<file path="config.mk">
export PLATFORM = sky130hd
export DESIGN_NAME = fsm_run_initiator
export DESIGN_NICKNAME = d
export VERILOG_FILES = /design/src/rtl/fsm_pkg.sv /design/src/rtl/fsm_timeout_counter.sv /design/src/rtl/fsm_run_initiator.sv
export SDC_FILE = /design/constraint.sdc
export NUM_CORES = 1
export LEC_CHECK = 0
export ABC_CLOCK_PERIOD_IN_PS = 1710
export BUFFER_PORTS_ARGS = -buffer_cell sky130_fd_sc_hd__buf_2
export CAP_MARGIN = 20
export CORE_UTILIZATION = 51
export CTS_CLUSTER_DIAMETER = 50
export CTS_CLUSTER_SIZE = 25
export DETAILED_ROUTE_END_ITERATION = 12
export GPL_ROUTABILITY_DRIVEN = 0
export PLACE_DENSITY = 0.75
export SLEW_MARGIN = 20
export SYNTH_ARGS = -nofsm -noshare
export SYNTH_HDL_FRONTEND = slang
export SYNTH_SLANG_ARGS = --single-unit
</file>
<file path="constraint.sdc">
create_clock -name i_clock -period 1.71 [get_ports i_clock]
set_input_delay 0.0855 -clock i_clock [delete_from_list [all_inputs] [get_ports i_clock]]
set_output_delay 0.0855 -clock i_clock [all_outputs]
set_load 0.02 [all_outputs]
</file>
<file path="src/rtl/fsm_pkg.sv">
// Shared state encodings for the run-initiator and the worker-side FSMs.
package fsm_pkg;

   typedef enum logic [1:0] {
      IDLE   = 2'b00,
      ISSUE  = 2'b01,
      WAIT   = 2'b10,
      FINISH = 2'b11
   } fsm_state_e;

   // Width of the WAIT timeout counter; wide enough for TIMEOUT_CYCLES up to 255.
   localparam int TMO_W = 8;

   function automatic logic state_is_busy(input fsm_state_e s);
      return (s != IDLE);
   endfunction

endpackage

</file>
<file path="src/rtl/fsm_timeout_counter.sv">
// WAIT-phase timeout counter: cleared on each issue, counts while waiting,
// flags expiry on the last allowed WAIT cycle (count == TIMEOUT_CYCLES-1).
module fsm_timeout_counter
   import fsm_pkg::*;
#(
   parameter int TIMEOUT_CYCLES = 16
) (
   input  logic i_clock,
   input  logic i_reset_async,
   input  logic clear,
   input  logic enable,
   output logic expired
);

   localparam logic [TMO_W-1:0] LAST_COUNT = TMO_W'(TIMEOUT_CYCLES - 1);

   logic [TMO_W-1:0] count;

   // Count register; the owning FSM leaves WAIT at expiry, so no saturation is needed.
   always_ff @(posedge i_clock or posedge i_reset_async) begin
      if (i_reset_async) begin
         count <= '0;
      end else if (clear) begin
         count <= '0;
      end else if (enable) begin
         count <= count + TMO_W'(1);
      end
   end

   assign expired = (count == LAST_COUNT);

endmodule

</file>
<file path="src/rtl/fsm_run_initiator.sv">
// Batch run initiator: issues one run request per job to a worker FSM,
// waits for each completion with a per-job timeout, and reports the batch.
//
// state  | meaning
// IDLE   | waiting for i_start; counters hold last batch result
// ISSUE  | o_isRun pulse for the next job, timeout counter cleared
// WAIT   | waiting for i_done or timeout expiry
// FINISH | o_batch_done pulse, then back to IDLE
module fsm_run_initiator
   import fsm_pkg::*;
#(
   parameter int TIMEOUT_CYCLES = 16,
   parameter int CNT_W          = 8
) (
   input  logic             i_clock,
   input  logic             i_reset_async,
   input  logic             i_start,
   input  logic [CNT_W-1:0] i_num_jobs,
   output logic             o_isRun,
   input  logic             i_done,
   output logic             o_busy,
   output logic             o_batch_done,
   output logic             o_timeout_err,
   output logic [CNT_W-1:0] o_jobs_done
);

   fsm_state_e       state_q;
   fsm_state_e       state_d;
   logic [CNT_W-1:0] num_jobs_q;
   logic [CNT_W-1:0] jobs_done_q;
   logic [CNT_W-1:0] jobs_done_inc;
   logic             timeout_err_q;
   logic             expired;

   assign jobs_done_inc = jobs_done_q + CNT_W'(1);

   fsm_timeout_counter #(
      .TIMEOUT_CYCLES (TIMEOUT_CYCLES)
   ) u_timeout (
      .i_clock       (i_clock),
      .i_reset_async (i_reset_async),
      .clear         (state_q == ISSUE),
      .enable        (state_q == WAIT),
      .expired       (expired)
   );

   // State register.
   always_ff @(posedge i_clock or posedge i_reset_async) begin
      if (i_reset_async) begin
         state_q <= IDLE;
      end else begin
         state_q <= state_d;
      end
   end

   // Next-state decode; a completion on the expiry cycle wins over the timeout.
   always_comb begin
      state_d = IDLE;
      case (state_q)
         IDLE: begin
            if (i_start) begin
               state_d = (i_num_jobs != '0) ? ISSUE : FINISH;
            end else begin
               state_d = IDLE;
            end
         end
         ISSUE:  state_d = WAIT;
         WAIT: begin
            if (i_done) begin
               state_d = (jobs_done_inc == num_jobs_q) ? FINISH : ISSUE;
            end else if (expired) begin
               state_d = FINISH;
            end else begin
               state_d = WAIT;
            end
         end
         FINISH: state_d = IDLE;
         default: state_d = IDLE;
      endcase
   end

   // Batch bookkeeping: job count latch, completion counter, sticky timeout flag.
   always_ff @(posedge i_clock or posedge i_reset_async) begin
      if (i_reset_async) begin
         num_jobs_q    <= '0;
         jobs_done_q   <= '0;
         timeout_err_q <= 1'b0;
      end else begin
         case (state_q)
            IDLE: begin
               if (i_start) begin
                  num_jobs_q    <= i_num_jobs;
                  jobs_done_q   <= '0;
                  timeout_err_q <= 1'b0;
               end
            end
            WAIT: begin
               if (i_done) begin
                  jobs_done_q <= jobs_done_inc;
               end else if (expired) begin
                  timeout_err_q <= 1'b1;
               end
            end
            default: begin
            end
         endcase
      end
   end

   // Moore outputs straight from the state register.
   assign o_isRun       = (state_q == ISSUE);
   assign o_busy        = state_is_busy(state_q);
   assign o_batch_done  = (state_q == FINISH);
   assign o_timeout_err = timeout_err_q;
   assign o_jobs_done   = jobs_done_q;

endmodule

</file>
==> results of run 1 <==
layout by cell type (no fill, tap or decap), types with 2 or more instances in the layout:
master / n
mux2_2: 8
nand3_1: 5
o21ai_0: 20
nor3_1: 8
dfrtp_1: 25
nor4_1: 3
and4b_1: 2
xnor2_1: 6
ha_1: 5
o211ai_1: 3
dlygate4sd3_1: 5
or3_1: 2
xor2_1: 2
nor2b_1: 2
and3_1: 4
clkbuf_4: 3
dfrtp_2: 2
nor2_1: 8
mux2i_1: 3
a31oi_1: 2
inv_1: 5
nand2_1: 20
a21oi_1: 9
nand4_1: 5
o311ai_0: 2
buf_4: 15
nand2b_1: 3
buf_2: 23
cells by family after synthesis:
group / count (synthesis) / synth area share [%]
DFF: 27 / 41.9
buffers and inverters: 14 / 4.73
muxes: 11 / 7.44
and+or+nand+nor: 66 / 21.3
xor gates and xnor gates: 8 / 4.34
AOI/OAI and AO/OA: 43 / 15.7
adders and majority gates: 6 / 4.65
routing by layer:
| layer | wire, um | share of wire (%) | vias to the layer above |
|---|---|---|---|
| met5 | 0 | 0 | - |
| met4 | 60 | 1.6 | 0 |
| met3 | 247 | 6.5 | 11 |
| met2 | 1740 | 46 | 64 |
| met1 | 1770 | 46 | 698 |
| li1 | - | - | 716 |
metrics by stage:
stage               setup WS, ns  util [%]
floorplan                 0.0126         -
global placement          0.0834      60.5
detailed placement        0.0181      60.5
CTS                       0.0328      62.4
global route            -0.00376      64.3
finish                   0.00685      64.3
sequential cells by signal, indices dropped and copies added, names as in the netlist:
name             cells
o_jobs_done          8
num_jobs_q           8
u_timeout.count      8
o_timeout_err        1
state_q              2
path summary, 6_finish.rpt:
path	slack (ns)	start	end	cells after the start
min reg2reg	0.51	u_timeout.count[0]	u_timeout.count[0]	1
min	-0.005	i_num_jobs[5]	num_jobs_q[5]	2
max	0.007	o_jobs_done[0]	state_q[1]	5
max in group asynchronous	1.09	i_reset_async	o_jobs_done[1]	4
min in group asynchronous	0.35	i_reset_async	u_timeout.count[7]	4
max reg2reg	0.007	o_jobs_done[0]	state_q[1]	5
power groups by stage:
stage          registers [W]  clock network (W)  logic, W
4_1_cts             0.000945           0.000279   0.00121
3_5_place_dp        0.000960                  0   0.00119
3_3_place_gp        0.000944                  0   0.00114
2_1_floorplan       0.000934                  0  0.000801
6_report            0.000946           0.000278   0.00126
5_1_grt             0.000967           0.000309   0.00137
critical path, cell delays in order (launching register included):
cell and delay [ns]:
dfrtp_2 0.44, nand3_2 0.13, or3_4 0.39, and4b_1 0.19
a311oi_1 0.30, o211ai_1 0.13
layout make-up:
cell class              count  area, um2
fillers                   254       1080
multi-input cells         134        875
flip-flops and latches     27        678
repair buffers             44        289
well taps                  44       55.1
clock buffers               3       22.5
inverters                   6       22.5
clock inverters             1       5.00
timing repair:
action	4_1_cts	5_1_grt
endpoints found under the hold margin	29	2
pin swaps	0	1
setup endpoints to repair	1	5
hold buffers	3	2
resized for setup	1	4
buffers inserted	0	3
==> metrics.md, run 1 <==
| Metric | Value |
|---|---|
| CTS Buf Count | 3 |
| Total GRT Usage | 23.7% |
| PwrDens | 1270 nW/um2 |
| Net Sw Power | 0.00103 W |
| Sw frac | 41.3% |
| Io pins | 24 |
| Die Wd | 58.3 um |
| Number of global-route vias before repair | 1403 |
| Clk slew on worst S/H paths | 0.14 ns |
| Tightest Hold Check Type | input pin to register |
| Diodes inserted | 0 |
| Register bit total from synthesis | 27 |
| Met3 Resource Use GR | 3.13% |
| Global-route wire length before repair | 6.17 mm |
| Drt pass-1 iters | 4 |
| Critical Path AT | 1.92 ns |
| WP data required | 1.93 ns |
| WL/cell | 14.7 um |
| Rel. slew slack | 71.0% |
| Comb pwr share | 50.7% |
| Most frequent cell after synthesis | dfrtp_1 |
| CTS sink cnt | 27 |
| Top cell type's share of synthesized area | 41.9% |
| Hold Vio Cnt, Final | 1 |
| CORE AREA | 3030 um2 |
| Max Cap Viol | 0 |
| Mean Syn Cell Area | 9.22 um2 |
| Area after DPL | 1830 um2 |
| PortBufs | 23 |
| Vias | 1489 |
| Power share of the clock group | 11.2% |
| Area Growth Syn to Fin | 20.6% |
| CTS tree | built |
| Sequential area share after synthesis | 41.9% |
| Initial Util | 53.3% |
| Worst VDD drop | 0.760 mV |
| Nets | 234 |
| Final worst path period need | 1.70 ns |
| Top Usage Layer GRT | met2 |
| Non-Filler Instances | 259 |
| Post-synth cell types | 37 |
| Met2 Track Usage GR | 36.8% |
| CP Launch Type | register |
| Crit end category | register |
| Worst clock skew | 0.00156 ns |
| Synth Warn # | 0 |
| Hold Worst Slack | -0.00453 ns |
| Post-synth EDFFs | 0 |
| Synth top area cells | dfrtp_1 (42%), o21ai_0 (6.5%), mux2_2 (5.6%) |
| Largest net degree at the start of global routing | 28 |
| Met1 Usage GRT | 34.2% |
| DIE AREA | 3390 um2 |
| Internal Dissipation | 0.00146 W |
| Via density | 5.75 |
| Post-Route Setup TNS | 0 ns |
| Initial antenna violation count | 0 |
| Clock Path Buffers | 2 |
| Fin crit share | 99.6% |
| Commonest cells post-synth | dfrtp_1 (27), o21ai_0 (21), nand2_1 (20) |
| Root buf cell | clkbuf_4 |
| Drt total wl | 3.82 mm |
| Setup violators final | 0 |
| Yosys top cell by area | dfrtp_1 |
| Post-Layout Inst Area | 1950 um2 |
| Worst-Skew Late Latency | 0.33 ns |
| GR Overflow Total | 0 |
| Synth async-reset ratio | 100% |
| Initial detailed-routing violation count | 96 |
| Die H | 58.3 um |
| Routed Antenna Nets | 0 |
| Flop pwr share | 38.1% |
| Power after layout | 0.00248 W |
| Actual slew at the worst max-slew pin | 0.429 ns |
| CP Class | register to register |
| # rows | 20 |
| Placed cell count | 247 |
| Final slew viol count | 0 |
| Number of H-tree levels | 1 |
| Status | complete, but fails checks |
| Syn Inst Count | 175 |
| Peak Freq | 587 MHz |
| Syn_nets | 193 |
| DP Wirelength | 2.80 mm |
| Layout cells sized above 1 | 27.0% |
| Crit-path max FO | 4 |
| P_leak | 0.873 nW |
| Ys flop type | dfrtp_1 |
| DRC Markers | 0 |
| Failing checks | negative hold slack |
| Cell area after synthesis | 1610 um2 |
Power figures use the tool's default switching activity.
==> inputs of run 2 (changes only) <==
CAP_MARGIN = not set   (was 20)
CORE_UTILIZATION = 35   (was 51)
PLACE_DENSITY = 0.55   (was 0.75)
SETUP_SLACK_MARGIN = 0.5   (was not set)
==> metrics.md, run 2 (synthesis results as in run 1) <==
| Metric | Value |
|---|---|
| Hold Crit Start | i_num_jobs[3] |
| Peak Freq | 626 MHz (+6.6%) |
| Clock Path Buffers | 2 (unchanged) |
| Drt pass-1 iters | 4 (unchanged) |
| DP Wirelength | 2.82 mm (+0.79%) |
| Worst VDD drop | 0.694 mV (-8.7%) |
| Hold path depth | 2 (unchanged) |
| Initial detailed-routing violation count | 121 (+26%) |
| Crit end category | register |
| RSZ-0062 raised after global routing | true |
| WP data required | 1.87 ns (-0.06 ns) |
| Fin util | 58.1% (-6.2 points) |
| Hold Worst Slack | 0.0479 ns (+0.0524 ns) |
| Initial Util | 36.8% (-16 points) |
| Layout cells sized above 1 | 51.9% (+25 points) |
| Placed cell count | 246 (-0.40%) |
| Rel. slew slack | 74.2% (+3.1 points) |
| Root buf cell | clkbuf_8 |
| Initial antenna violation count | 0 (unchanged) |
| Commonest non-fill, non-tap cell in the layout | buf_4 |
| Io pins | 24 (unchanged) |
| Area Growth Syn to Fin | 57.9% |
| CTS Buf Count | 3 (unchanged) |
| Critical R2R Launch | o_jobs_done[0] |
| Critical Path AT | 1.76 ns (-0.16 ns) |
| Actual slew at the worst max-slew pin | 0.384 ns (-0.0453 ns) |
| Final worst path period need | 1.60 ns (-0.106 ns) |
| DIE AREA | 4890 um2 (+44%) |
| Die Wd | 69.9 um (+20%) |
| Setup violators final | 0 (unchanged) |
| Status | finished clean |
| Hold Vio Cnt, Final | 0 (-1) |
| Largest net degree at the start of global routing | 28 (unchanged) |
| Setup crit start | o_jobs_done[0] |
| Global-route wire length before repair | 8.04 mm (+30%) |
| Die H | 69.9 um (+20%) |
| Number of H-tree levels | 1 (unchanged) |
| Post-Layout Inst Area | 2550 um2 (+31%) |
| Clk slew on worst S/H paths | 0.10 ns (-0.04 ns) |
| Total GRT Usage | 20.7% (-3.0 points) |
| Final slew viol count | 0 (unchanged) |
| Crit-path max FO | 5 (+1) |
| Nets | 260 (+11%) |
| GR Overflow Total | 0 (unchanged) |
| CTS sink cnt | 27 (unchanged) |
| Via density | 5.59 (-2.8%) |
| Drt total wl | 4.80 mm (+26%) |
| Worst-Skew Late Latency | 0.28 ns (-0.05 ns) |
| # rows | 24 (+20%) |
| Most frequent cells in the layout | buf_4 (31), dfrtp_1 (21), nand2_1 (18), buf_2 (18), buf_6 (17) |
| Diodes inserted | 0 (unchanged) |
| CP Launch Type | register |
| Fin crit share | 93.4% (-6.2 points) |
| Fillers | 388 (+53%) |
| WL/cell | 16.4 um (+11%) |
| Reg2Reg Depth | 5 (unchanged) |
| Area after DPL | 1850 um2 (+1.2%) |
| Worst clock skew | 0.00439 ns (+0.00283 ns) |
| PwrDens | 1440 nW/um2 (+13%) |
| Routed Antenna Nets | 0 (unchanged) |
| P_leak | 1.09 nW (+25%) |
| Number of global-route vias before repair | 1648 (+17%) |
| CTS tree | built |
| PortBufs | 23 (unchanged) |
| CORE AREA | 4380 um2 (+45%) |
| Non-Filler Instances | 293 (+13%) |
| Max Cap Viol | 0 (unchanged) |
| DRC Markers | 0 (unchanged) |
| CP Class | register to register |
| Post-Route Setup TNS | 0 ns (unchanged) |
| Tightest Hold Check Type | input pin to register |
| Vias | 1638 (+10%) |
-- run 2: cell types whose count changed in the layout (fill, tap and decap cells not counted), moves of 5 or more --
cell / delta
ha_1: -5
ha_4: +5
o21ai_1: +8
mux2_4: +8
buf_2: -5
mux2_2: -8
buf_6: +16
o21ai_0: -10
buf_4: +16
-- run 2: worst paths after layout --
check	endpoint	slack (ns)
max in group asynchronous	o_jobs_done[3]	1.03
worst max register to register	state_q[1]	0.11
worst min-delay path	num_jobs_q[3]	0.05
min in group asynchronous	u_timeout.count[7]	0.39
worst max-delay path	state_q[1]	0.11
worst min register to register	u_timeout.count[7]	0.48
-- run 2: power by group --
group / internal, W / switching, W
combinational: 0.00124 / 0.00107
sequential: 0.000804 / 0.000184
clock: 0.000168 / 0.000212
total: 0.00221 / 0.00147
-- run 2: through the flow --
step / power [W] / setup slack (ns)
3_5_place_dp: 0.00223 / 0.0365
5_1_grt: 0.00390 / 0.0154
4_1_cts: 0.00323 / 0.129
2_1_floorplan: 0.00191 / 0.0842
3_3_place_gp: 0.00219 / 0.0981
6_report: 0.00368 / 0.112
-- run 2: final cells by class --
cell class                 instances  area [um2]  area share (%)
inverter                           6        31.3            1.23
sequential                        27         683            26.8
clock buffer                       4        45.0            1.77
timing repair buffer              69         559            21.9
multi-input combinational        135        1160            45.7
tap                               52        65.1            2.55
-- run 2: repair_timing --
action | 4_1_cts | 5_1_grt
gates resized for setup | 44 | 39
pin swaps | 17 | 16
buffers inserted | 32 | 9
setup endpoints to repair | 28 | 32
hold endpoints to repair | 27 | 0
cloned | 1 | 0
hold buffers | 1 | 0
-- run 2: worst max-delay path: stages, from the launching register on --
cell      delay (ns)
dfrtp_2         0.47
nand3_4         0.11
or3_4           0.38
and4b_1         0.20
a311oi_1        0.21
o211ai_1        0.11
-- run 2: per-layer routing --
metal,vias up,share of wire (%),track usage (%)
met1,820,45,28.1
met3,7,3.4,2.60
met5,-,0,0
met4,0,1.9,7.11
met2,40,50,34.1
li1,771,-,-
